<file path="config.mk">
export PLATFORM = sky130hd
export DESIGN_NAME = alu_req_arbiter
export DESIGN_NICKNAME = d
export VERILOG_FILES = /design/src/rtl/alu_req_arbiter.sv
export SDC_FILE = /design/constraint.sdc
export NUM_CORES = 1
export LEC_CHECK = 0
export ABC_AREA = 1
export CAP_MARGIN = 20
export CORE_ASPECT_RATIO = 1.2
export CORE_MARGIN = 2
export CORE_UTILIZATION = 43
export DETAILED_ROUTE_END_ITERATION = 8
export GPL_TIMING_DRIVEN = 0
export PLACE_DENSITY = 0.76
export SETUP_SLACK_MARGIN = 0.15
export SYNTH_ARGS = -nofsm -noshare
export SYNTH_HDL_FRONTEND = slang
export SYNTH_SLANG_ARGS = --single-unit
</file>
<file path="constraint.sdc">
create_clock -name clk -period 1.3 [get_ports clk]
set_input_delay 0.195 -clock clk [delete_from_list [all_inputs] [get_ports clk]]
set_output_delay 0.195 -clock clk [all_outputs]
set_load 0.005 [all_outputs]
</file>
<file path="src/rtl/alu_req_arbiter.sv">
// Two-requester round-robin arbiter/sequencer that feeds the shared ALU and returns its result.
// Optional: define ALU_ARB_OPCNT_EN to add op_cnt, saturating per-requester counts of completed responses.
module alu_req_arbiter #(
    parameter int DATA_W  = 3,
    parameter int SEL_W   = 2,
    parameter int RES_W   = 6,
    parameter int ALU_LAT = 1
) (
    input  logic                clk,
    input  logic                rst_n,
    input  logic [1:0]          req_valid,
    output logic [1:0]          req_ready,
    input  logic [2*DATA_W-1:0] req_a,
    input  logic [2*DATA_W-1:0] req_b,
    input  logic [2*SEL_W-1:0]  req_sel,
    output logic [DATA_W-1:0]   alu_a,
    output logic [DATA_W-1:0]   alu_b,
    output logic [SEL_W-1:0]    alu_sel,
    input  logic [RES_W-1:0]    alu_result,
    output logic                rsp_valid,
    output logic                rsp_id,
    output logic [RES_W-1:0]    rsp_data,
`ifdef ALU_ARB_OPCNT_EN
    output logic [15:0]         op_cnt,
`endif
    output logic                busy
);

    typedef enum logic [1:0] {IDLE, EXEC, RESP} state_t;

    state_t     state;
    state_t     next_state;
    logic [3:0] cnt;
    logic       last_grant;
    logic       winner;

    generate
        if (ALU_LAT < 1 || ALU_LAT > 15) begin : g_bad_lat
            $error("alu_req_arbiter: ALU_LAT=%0d is outside 1..15", ALU_LAT);
        end
    endgenerate

    localparam logic [3:0] LAST_CNT = 4'(ALU_LAT - 1);

    always_ff @(posedge clk or negedge rst_n) begin
        if (!rst_n) begin
            state <= IDLE;
        end else begin
            state <= next_state;
        end
    end

    // Under contention the requester that did not win last time gets the grant
    always_comb begin
        next_state = state;
        req_ready  = 2'b00;
        winner     = 1'b0;
        case (state)
            IDLE: begin
                if (req_valid == 2'b11) begin
                    winner = ~last_grant;
                end else begin
                    winner = req_valid[1];
                end
                if (req_valid != 2'b00) begin
                    req_ready  = winner ? 2'b10 : 2'b01;
                    next_state = EXEC;
                end
            end
            EXEC: begin
                if (cnt == LAST_CNT) begin
                    next_state = RESP;
                end
            end
            RESP: begin
                next_state = IDLE;
            end
            default: begin
                next_state = IDLE;
            end
        endcase
    end

    assign rsp_valid = (state == RESP);
    assign busy      = (state != IDLE);

    // last_grant doubles as the owner of the in-flight operation
    always_ff @(posedge clk or negedge rst_n) begin
        if (!rst_n) begin
            alu_a      <= '0;
            alu_b      <= '0;
            alu_sel    <= '0;
            cnt        <= '0;
            last_grant <= 1'b1;
            rsp_id     <= 1'b0;
            rsp_data   <= '0;
        end else begin
            case (state)
                IDLE: begin
                    if (req_valid != 2'b00) begin
                        alu_a      <= winner ? req_a[2*DATA_W-1:DATA_W] : req_a[DATA_W-1:0];
                        alu_b      <= winner ? req_b[2*DATA_W-1:DATA_W] : req_b[DATA_W-1:0];
                        alu_sel    <= winner ? req_sel[2*SEL_W-1:SEL_W] : req_sel[SEL_W-1:0];
                        last_grant <= winner;
                        cnt        <= '0;
                    end
                end
                EXEC: begin
                    cnt <= cnt + 4'd1;
                    if (cnt == LAST_CNT) begin
                        rsp_data <= alu_result;
                        rsp_id   <= last_grant;
                    end
                end
                default: begin
                end
            endcase
        end
    end

`ifdef ALU_ARB_OPCNT_EN
    always_ff @(posedge clk or negedge rst_n) begin
        if (!rst_n) begin
            op_cnt <= '0;
        end else if (state == RESP) begin
            if (rsp_id) begin
                if (op_cnt[15:8] != 8'hFF) begin
                    op_cnt[15:8] <= op_cnt[15:8] + 8'd1;
                end
            end else if (op_cnt[7:0] != 8'hFF) begin
                op_cnt[7:0] <= op_cnt[7:0] + 8'd1;
            end
        end
    end
`endif

endmodule

</file>
* Yosys cells after proc, flatten, opt, wreduce, memory -nomap -nowiden *
Cells that the tools add are included.

storage, ports and cells
  register bits after elaboration = 22
  bits of input ports = 26
  word-level logic and storage cells = 38

operators by class
  add/sub/neg operators = 1
  equality and inequality tests = 5
  multiplexer cells = 14
  bitwise logic cells = 1
  reductions and logical operators = 9

operator list
  kind                                                                   number
  2-bit two-way mux                                                      6
  4-bit case mux with 2 select lines                                     1
  2-bit AND reduction                                                    4
  3-bit two-way mux                                                      2
  2-bit nonzero test                                                     3
  4-bit by 1-bit adder with 4-bit output, second input constant          1
  2-bit equality test, second input constant                             2
  4-bit logical NOT                                                      1
  4-bit two-way mux                                                      1
  2-bit inequality test, second input constant                           2
  2-bit case mux with 2 select lines                                     1
  1-bit two-way mux                                                      3
  2-bit by 1-bit equality test with 1-bit output, second input constant  1
  2-bit logical NOT                                                      1
  1-bit inverter                                                         1

* Longest topological paths before layout *
  depth in word-level cells = 6
  depth in mapped cells = 6
  gate-level depth less buffers = 6

* Worst setup path after synthesis *
Ideal clock, no wire load.

  kind = flip-flop to output port
  start = register state[1]
  end = output req_ready[1]
  arrival time = 905 ps
  required time = 1,105 ps
  slack = 200 ps
  stages on the path, launching flop included = 5
  path buffers = 1
  cell sequence = dfrtp_1 -> nor2_2 -> buf_6 -> nand3_4 -> inv_1

between the ends
  longest elaborated chain between the ends = 2

RTL lines
  element                 RTL line  RTL
  from (decl)             31        state_t state;
  from (signal assigned)  49        state <= next_state;
  2-bit logical NOT       58        case (state)
  2-bit two-way mux       58
  to (decl)               12        output logic [1:0] req_ready,

No other way between the ends.

* Final worst setup path *
  start = register state[1]
  end = register cnt[2]

between the ends
  longest elaborated chain between the ends = 3
  elaborated cells between the ends (all ways) = 6
  classes of those cells = eq/ne (2); mux (1); reduce/logical (3)

RTL lines
  element                                                                                     RTL line  RTL
  2-bit by 1-bit equality test with 1-bit output / 2-bit logical NOT (equally long branches)  98        case (state)
  2-bit nonzero test (no line) / 2-bit inequality test (equally long branches)                n/a
  2-bit AND reduction (no line)                                                               n/a
  to (signal assigned)                                                                        109       cnt <= cnt + 4'd1;
  to (decl)                                                                                   33        logic [3:0] cnt;

Several ways; a longest one is shown, not always the timed one.
A chain may end at the register's enable or synchronous reset.

==> impl_metrics.py <==
metrics = {
    "run_status": {
        "status": "complete, but fails checks",
        "violations": "negative setup slack",
    },
    "route": {
        "viasPerCell": 4.83,
        "drtAntennaViolNets": 0,
        "num_vias": 1216,
        "drt_wl_total_um": 3730,
        "wire_per_inst_um": 14.8,
        "route.detailed.drc": 0,
        "drtIter0Drc": 22,
        "drt_first_pass_iters": 4,
    },
    "critical_path": {
        "regToRegStartpoint": "state[1]",
        "cpPeakStageDelay_ns": 0.42,
        "cp_top_family": "buffers and inverters",
        "crit_chain": "buf_6, nor2_4, buf_6, buf_6, buf_6, buf_6, buf_6, nand2_8, buf_8, nand3_4, o21ai_2",
        "critical_path_peak_fanout": 5,
        "slowest_stage": "dfrtp_1",
        "r2r_slack_ns": -0.24,
        "cp.arrival_ns": 1.74,
        "criticalPathCategory": "register to register",
        "cp.buffers_inverters": 7,
        "r2r_cells": 11,
        "startpoint_type": "register",
        "r2r_end": "cnt[2]",
        "worstPathRequired_ns": 1.50,
        "worstSetupEndpointType": "register",
        "cp_common_cell": "buf_6",
    },
    "yosys": {
        "ys_types": 20,
        "syn_area_per_cell_um2": 7.92,
        "synth_cells": 144,
        "synth_top_cell_area_share": 0.461,
        "synth-seq-cells": 22,
        "yosys.area.top_type": "dfrtp_1",
        "syn_nets": 172,
        "synth_common_cells": "67 x nand2_1, 21 x dfrtp_1, 20 x inv_1",
        "async_flop_share": 1.00,
        "ys_top_cells_by_area": "dfrtp_1 46%, nand2_1 22%, inv_1 6.6%, nand3_4 4.6%, nand3_1 4.0%",
        "ys_seq_area_frac": 0.484,
        "yosysWarnings": 0,
        "yosysMostFrequentCell": "nand2_1",
        "synth_area_um2": 1140,
        "synthFlopType": "dfrtp_1",
        "synth_edf_count": 0,
    },
    "sta": {
        "fin_skew_ns": 0.00483,
        "max_freq_mhz": 648,
        "post-route-min-period_ns": 1.54,
        "worst_slew_pin_slew_ns": 0.966,
        "setup_viol": 18,
        "rsz0062_at_grt": "yes",
        "hold_viol_final": 0,
        "post-route-period-util": 1.19,
        "timing.final.ws_setup_ns": -0.243,
        "slew_viol_final": 0,
        "maxSlewHeadroom": 0.354,
    },
    "power": {
        "finalPower_mw": 4.68,
        "power_switching_share": 0.396,
        "p_int_mw": 2.82,
        "seqPwrFrac": 0.266,
        "p_leak_nw": 1.07,
        "clkPwrFrac": 0.111,
        "p_sw_mw": 1.85,
        "p_per_area_nw_per_um2": 2310,
        "pwr-share-comb": 0.623,
        "vdd_drop_max_mv": 1.43,
    },
    "cells_and_area": {
        "diodes": 0,
        "final_cell_area_um2": 2020,
        "syn_to_final_growth_pct": 77.4,
        "post_layout_nonfiller_instances": 252,
        "final_util": 0.800,
        "fill_cells": 171,
        "drive_gt1_frac": 0.370,
        "nets": 248,
        "multi_input_area_um2": 618,
        "regArea_um2": 552,
    },
    "placement": {
        "place_inst": 221,
        "numPortBuffers": 44,
        "routabilityCongestion": 0.719,
        "dp_hpwl_um": 2080,
        "placed_area_um2": 1620,
    },
    "clock_network": {
        "clock_sinks": 22,
        "clockRootBuffer": "clkbuf_4",
        "cts_tree": "done",
        "cts_buffers": 3,
        "clk_pin_slew_ns": 0.12,
        "clock_path_buffers": 2,
        "clk-insertion-delay-late_ns": 0.30,
        "htreeDepth": 1,
        "cts_hold_buf": 0,
    },
    "floorplanning": {
        "fp.dieH_um": 60.4,
        "core_region_area_um2": 2530,
        "initial_core_util": 0.451,
        "die_w_um": 51,
        "ios": 45,
        "std_cell_rows": 20,
        "dieArea_um2": 3080,
    },
    "grt": {
        "track_usage": 0.243,
        "grt_max_degree": 23,
        "grt_pass1_wl_um": 5470,
        "grt_pass1_vias": 1224,
        "overflow": 0,
        "antenna_found_initial": 0,
    },
    "min_path": {
        "hp-class": "input pin to asynchronous set/reset pin",
    },
    "flow_run": {
        "maxCapViolations": 0,
    },
}
==> layer usage <==
layer,up-vias,track usage,routed length [µm]
met5,-,0,0
met1,575,0.261,1380
met4,0,0.120,95
li1,587,-,-
met2,46,0.475,2110
met3,8,0.0222,143
==> power groups by stage <==
| stage | clock network, mW | registers, mW | logic (mW) |
|---|---|---|---|
| final | 0.518 | 1.25 | 2.92 |
| after floorplan | 0 | 1.22 | 0.971 |
| after CTS | 0.529 | 1.22 | 2.46 |
| after global placement | 0 | 1.20 | 1.80 |
| after detailed placement | 0 | 1.22 | 1.86 |
| after global routing | 0.556 | 1.27 | 3.15 |
==> worst register-to-register path: stages, from the launching register on <==
cell	delay, ns
dfrtp_1	0.42
buf_6	0.13
nor2_4	0.13
buf_6	0.11
buf_6	0.08
buf_6	0.08
buf_6	0.08
buf_6	0.10
nand2_8	0.06
buf_8	0.15
nand3_4	0.06
o21ai_2	0.05
==> registers in the layout (all words and copies together) (netlist names) <==
| name | count |
|---|---|
| rsp_data | 6 |
| cnt | 4 |
| alu_a | 3 |
| alu_b | 3 |
| alu_sel | 2 |
| state | 2 |
| last_grant | 1 |
| rsp_id | 1 |
==> area by class of cell <==
type / instances / share of cell area
clock buffers: 3 / 0.0111
clock inverters: 1 / 0.0149
inverters: 22 / 0.0446
multi-input cells: 99 / 0.306
flip-flops and latches: 22 / 0.273
well taps: 33 / 0.0204
repair buffers: 70 / 0.317
plain buffers: 2 / 0.0130
==> cells in the final DEF (no fill, tap or decap), types with 2 or more instances in the layout <==
cell type / netlist / routed
buf_4: 0 / 15
buf_2: 0 / 2
buf_8: 0 / 2
nand2_2: 2 / 11
nand3_2: 1 / 2
nand3_4: 3 / 4
buf_6: 2 / 13
nand3_1: 9 / 8
clkdlybuf4s15_1: 0 / 9
nand2_1: 67 / 51
o21ai_1: 2 / 4
clkbuf_4: 0 / 3
clkdlybuf4s50_1: 0 / 24
nor2_2: 1 / 2
inv_2: 1 / 4
dfrtp_1: 21 / 21
o21ai_2: 0 / 2
clkbuf_2: 0 / 6
nor2_4: 1 / 2
inv_1: 20 / 16
nand2_4: 1 / 7
==> cells by family after synthesis <==
group	count (synthesis)	share of synthesized area
flops	22	0.484
xor+xnor	1	0.00769
simple gates	89	0.367
compound gates	6	0.0263
buf+inv	24	0.0933
fa+ha+maj	2	0.0220
==> repair_timing <==
action / in CTS / in global routing
endpoints found under the setup margin: 35 / 34
pin swaps: 13 / 2
gates resized for setup: 84 / 28
buffers inserted: 16 / 9
cloned: 2 / 0
==> how the worst max path moves through the flow <==
stage | slack [ns] | to | cells after the start | start
global route | -0.31 | req_ready[0] | 6 | state[1]
CTS | -0.21 | req_ready[1] | 6 | state[0]
floorplan | 0.20 | req_ready[1] | 4 | state[1]
finish | -0.24 | cnt[2] | 11 | state[1]
global placement | -0.55 | req_ready[0] | 6 | req_valid[1]
detailed placement | -0.58 | req_ready[0] | 6 | req_valid[1]
==> through the flow <==
step	hold WS [ns]	setup slack, ns	setup TNS, ns
2_1_floorplan	-0.101	0.200	0
3_3_place_gp	0.462	-0.547	-4.73
3_5_place_dp	0.465	-0.578	-5.32
4_1_cts	0.401	-0.205	-2.23
5_1_grt	0.414	-0.308	-4.69
6_report	0.407	-0.243	-3.32
No activity file was read; power rests on OpenSTA's default activity.
